`config.mk`:
```
export PLATFORM = sky130hd
export DESIGN_NAME = pipe_adder_arbiter
export DESIGN_NICKNAME = d
export VERILOG_FILES = /design/src/rtl/pipe_adder_arbiter_pkg.sv /design/src/rtl/pipe_adder_arbiter_tag_pipe.sv /design/src/rtl/pipe_adder_arbiter.sv
export SDC_FILE = /design/constraint.sdc
export NUM_CORES = 1
export LEC_CHECK = 0
export CAP_MARGIN = 40
export CORE_MARGIN = 4
export CORE_UTILIZATION = 27
export CTS_CLUSTER_DIAMETER = 60
export DETAILED_ROUTE_END_ITERATION = 8
export GPL_ROUTABILITY_DRIVEN = 0
export PLACE_DENSITY = 0.75
export SYNTH_ARGS = -nofsm -noshare
export SYNTH_HDL_FRONTEND = slang
export SYNTH_SLANG_ARGS = --single-unit
```
`constraint.sdc`:
```
create_clock -name clk -period 1.4 [get_ports clk]
set_input_delay 0.21 -clock clk [delete_from_list [all_inputs] [get_ports clk]]
set_output_delay 0.21 -clock clk [all_outputs]
set_load 0.01 [all_outputs]
```
`src/rtl/pipe_adder_arbiter_pkg.sv`:
```
// Shared types for the two-requester arbiter in front of an external pipelined adder.
package pipe_adder_arbiter_pkg;

  localparam int W_DEF   = 4;
  localparam int LAT_DEF = 4;

  typedef enum logic {
    REQ0 = 1'b0,
    REQ1 = 1'b1
  } req_id_e;

  typedef struct packed {
    logic    valid;
    req_id_e id;
  } tag_t;

  localparam tag_t TAG_IDLE = '{valid: 1'b0, id: REQ0};

  function automatic req_id_e other_id(input req_id_e id);
    return (id == REQ0) ? REQ1 : REQ0;
  endfunction

endpackage

```
`src/rtl/pipe_adder_arbiter_tag_pipe.sv`:
```
// LAT-deep shift register of {valid, id} tags, aligned with the external adder's latency.
module adder_tag_pipe
  import pipe_adder_arbiter_pkg::*;
#(
  parameter int LAT = LAT_DEF
) (
  input  logic clk,
  input  logic rst,
  input  tag_t tag_i,
  output tag_t tag_o
);

  tag_t stage_q [LAT];

  // NOTE: every stage is reset, not just the valid bits at the output: a stale
  // valid left in any stage would surface as a phantom response after reset.
  always_ff @(posedge clk or posedge rst) begin
    if (rst) begin
      for (int k = 0; k < LAT; k++) stage_q[k] <= TAG_IDLE;
    end else begin
      stage_q[0] <= tag_i;
      for (int k = 1; k < LAT; k++) stage_q[k] <= stage_q[k-1];
    end
  end

  assign tag_o = stage_q[LAT-1];

endmodule

```
`src/rtl/pipe_adder_arbiter.sv`:
```
// Round-robin arbiter and operand mux sharing one external pipelined adder between
// two requesters; completing results are steered back by a tag pipeline.
module pipe_adder_arbiter
  import pipe_adder_arbiter_pkg::*;
#(
  parameter int W   = W_DEF,
  parameter int LAT = LAT_DEF
) (
  input  logic         clk,
  input  logic         rst,
  input  logic         en,
  input  logic         req0_valid,
  output logic         req0_ready,
  input  logic [W-1:0] req0_a,
  input  logic [W-1:0] req0_b,
  input  logic         req0_ci,
  input  logic         req1_valid,
  output logic         req1_ready,
  input  logic [W-1:0] req1_a,
  input  logic [W-1:0] req1_b,
  input  logic         req1_ci,
  output logic         rsp0_valid,
  output logic         rsp1_valid,
  output logic [W:0]   rsp_sum,
  output logic [W-1:0] add_a,
  output logic [W-1:0] add_b,
  output logic         add_ci,
  input  logic [W-1:0] add_s,
  input  logic         add_co
);

  req_id_e last_q, last_d;
  req_id_e pref;
  logic    grant0, grant1;
  tag_t    tag_in, tag_out;

  assign pref = other_id(last_q);

  // NOTE: every output of a combinational block gets a default first, so no
  // path through the branches leaves a signal unassigned and infers a latch.
  always_comb begin
    grant0 = 1'b0;
    grant1 = 1'b0;
    if (!rst && en) begin
      if (req0_valid && req1_valid) begin
        grant0 = (pref == REQ0);
        grant1 = (pref == REQ1);
      end else begin
        grant0 = req0_valid;
        grant1 = req1_valid;
      end
    end
  end

  assign req0_ready = grant0;
  assign req1_ready = grant1;

  always_comb begin
    last_d = last_q;
    if (grant0)      last_d = REQ0;
    else if (grant1) last_d = REQ1;
  end

  // Reset to "last granted = 1" so requester 0 wins the first contended cycle.
  // NOTE: state registers use non-blocking assignment so all flops update
  // together at the edge, independent of statement order.
  always_ff @(posedge clk or posedge rst) begin
    if (rst) last_q <= REQ1;
    else     last_q <= last_d;
  end

  always_comb begin
    add_a  = '0;
    add_b  = '0;
    add_ci = 1'b0;
    if (grant0) begin
      add_a  = req0_a;
      add_b  = req0_b;
      add_ci = req0_ci;
    end else if (grant1) begin
      add_a  = req1_a;
      add_b  = req1_b;
      add_ci = req1_ci;
    end
  end

  always_comb begin
    tag_in       = TAG_IDLE;
    tag_in.valid = grant0 | grant1;
    tag_in.id    = grant1 ? REQ1 : REQ0;
  end

  adder_tag_pipe #(.LAT(LAT)) u_tag_pipe (
    .clk   (clk),
    .rst   (rst),
    .tag_i (tag_in),
    .tag_o (tag_out)
  );

  assign rsp0_valid = tag_out.valid && (tag_out.id == REQ0);
  assign rsp1_valid = tag_out.valid && (tag_out.id == REQ1);
  assign rsp_sum    = tag_out.valid ? {add_co, add_s} : '0;

endmodule
```
==> qor.csv <==
stage,metric,value,unit
routing,DR iter-0 viols,0,
die,die area,0.002286,mm^2
pwr,Comb pwr share,31.9,%
clocking,root buffer cell,clkbuf_4,
cells_and_area,ant diodes,0,
pwr,Tot Pwr,0.0007109,W
synth,flop and latch count out of synthesis,9,
routing,Via Count,537,
pwr,Pint,0.0005330,W
clocking,H-tree depth,1,
worst_setup_path,CP endpoint kind,primary output,
synth,Synth Net Count,64,
routing,Detailed Routing Iterations Pass 1,1,
die,Initial Util,28.41,%
timing,slew margin rel.,78.07,%
clocking,Skew-Pair Late Insertion Delay,250,ps
worst_setup_path,critical path peak fanout,5,
routing,DRC viols,0,
timing,Fmax achieved,585.7,MHz
synth,sequential area share after synthesis,52.92,%
routing,WL/cell,13.26,um
run,Max-cap violations,0,
die,CORE AREA,0.001506,mm^2
timing,min cycle time layout,1707,ps
worst_setup_path,Crit Path Class,flip-flop to primary output,
synth,Mean Syn Cell Area,11.89,um^2
outcome,status,finished with violations,
cells_and_area,area delta synth->final,129.5,%
die,die width,47.81,um
clocking,CTS max path bufs,2,
global_routing,All-Layer GR Usage,13.08,%
pwr,NetSw,0.0001778,W
global_routing,largest net degree at the start of global routing,10,
min_path,Hold Crit Class,input pin to async pin,
worst_setup_path,Critical Path Source Type,flip-flop,
die,io pins,46,
pwr,leakage power,0.5095,nW
pwr,PD cells,723.8,mW/mm^2
worst_setup_path,Setup crit start,last_q$_DFFE_PP1P_,
cells_and_area,area of the multi-input gates,190.2,um^2
timing,Pins Over Slew Limit,0,
cells_and_area,fraction of layout cells with a size suffix above 1,35.71,%
synth,yosys warns,0,
cells_and_area,Register Area,226.5,um^2
die,Die Height,47.81,um
global_routing,met2 usage,23.22,%
cells_and_area,post-route insts no fill,114,
worst_setup_path,WP data arrival,1500,ps
routing,Via density,4.711,
global_routing,GRT busiest layer,met2,
cells_and_area,"Core Util, Final",65.20,%
timing,Slew @ Worst Pin,328.6,ps
placement,DPL Wire Length,1235,um
clocking,clk sink count,9,
timing,worst setup margin,-307.4,ps
global_routing,number of global-route vias before repair,532,
routing,post-route ant nets,0,
timing,final hold slack,72.73,ps
outcome,failing checks,setup timing,
clocking,CTS buffer count,3,
placement,DP Cell Count,104,
die,row count,14,
cells_and_area,Fillers,123,
clocking,CTS tree,yes,
pwr,sequential power share,41.2,%
clocking,"CTS clk-pin slew, worst paths",60,ps
global_routing,initial antenna violation count,0,
placement,input/output buffers,45,
timing,setup violators final,11,
routing,drt total wl,1512,um
pwr,share of power burned in the clock network,26.9,%
pwr,switching power share of the total,25.02,%
cells_and_area,# nets final,127,
synth,Yosys cell types,13,
worst_setup_path,worst r2r src,last_q$_DFFE_PP1P_,
timing,Fin. Hold Viols,0,
timing,fin crit share,122.0,%
timing,clock skew,2.967,ps
synth,Syn Std Cell Area,427.9,um^2
worst_setup_path,Worst EP required,1190,ps
global_routing,met3 usage,9.023,%
global_routing,total gr overflow,0,
synth,Synth Instances,36,
global_routing,met1 Use GR,11.47,%
timing,RSZ-0062 raised after global routing,yes,
pwr,Worst VDD drop,0.4089,mV
global_routing,first-pass GRT wire length,2001,um
-- registers in the layout (all words and copies together), names as in the netlist --
register	cells
u_tag_pipe.stage_q	6
u_tag_pipe.tag_o	2
last_q	1
-- timing repair --
item / 4_1_cts / 5_1_grt
endpoints found under the setup margin: 18 / 13
resized for setup: 63 / 4
buffers inserted: 3 / 1
pin swaps: 8 / 2
cloned: 2 / 0
hold buffers: 0 / 0
-- layout make-up --
class / count / share of cell area (%)
clock buffers: 3 / 2.293
clock inverters: 1 / 0.5096
inverters: 3 / 1.146
multi-input cells: 24 / 19.36
flip-flops and latches: 9 / 23.06
well taps: 16 / 2.038
repair buffers: 58 / 51.59
-- synth_stat cells --
library cell	number	area, um^2
a22o_1	9	78.83
dfrtp_1	8	200.2
and2_1	6	37.54
inv_1	3	11.26
nor2_1	2	7.510
a211oi_4	1	20.02
a21oi_1	1	5.000
a21oi_2	1	8.760
dfstp_2	1	26.28
nand2b_4	1	13.76
nand3b_1	1	7.510
nor2b_1	1	6.260
nor3_1	1	5.000
-- stage by stage --
| step | cell area (um^2) | setup WS [ps] | TNS, ps |
|---|---|---|---|
| floorplan | 427.9 | -17.44 | -157.0 |
| global placement | 950.9 | -704.2 | -7804 |
| detailed placement | 950.9 | -736.7 | -8305 |
| CTS | 974.7 | -351.5 | -3307 |
| global route | 982.2 | -372.9 | -3659 |
| finish | 982.2 | -307.4 | -2950 |
-- cell families (layout without fill, tap and decap cells) --
group	after synthesis	in the layout	share of synthesized area, %
compound gates	12	12	26.32
buf+inv	3	65	2.631
simple gates	12	12	18.13
flops	9	9	52.92
-- per-layer routing --
layer  wire length, um  part of all wire (%)
met1               498                    33
met2               709                    47
met3               293                    19
met4                10                  0.66
met5                 0                     0
-- worst max-delay path, stage by stage (launching register included) --
cell and delay (ps):
dfstp_2 540, inv_2 50, a211oi_4 250, buf_6 160, a22o_1 120, buf_2 130
-- final timing paths --
| check | endpoint | slack, ps | cells past startpoint |
|---|---|---|---|
| setup reg to reg | u_tag_pipe.stage_q[6]$_DFF_PP0_ | 310 | 4 |
| hold / removal | u_tag_pipe.stage_q[7]$_DFF_PP0_ | 70 | 2 |
| hold reg to reg | u_tag_pipe.stage_q[5]$_DFF_PP0_ | 350 | 0 |
| min in group clk | u_tag_pipe.stage_q[5]$_DFF_PP0_ | 350 | 0 |
| setup / recovery | add_b[3] | -310 | 5 |
| max in group asynchronous | last_q$_DFFE_PP1P_ | 1030 | 2 |
-- placed cells by master (no fill, tap or decap), drive strengths merged, types with 2 or more instances in the layout --
master and count:
clkdlybuf4s50 24, buf 24, a22o 9, dlygate4sd2 8
dfrtp 8, and2 6, clkbuf 5, inv 3
nor2 2, a21oi 2
-- power groups by stage --
stage	clock, W	combinational (W)	sequential, W
2_1_floorplan	0	0.0000667	0.000296
3_3_place_gp	0	0.000228	0.000296
3_5_place_dp	0	0.000231	0.000297
4_1_cts	0.000200	0.000225	0.000292
5_1_grt	0.000211	0.000243	0.000295
6_report	0.000191	0.000227	0.000293
Power figures use the tool's default switching activity.
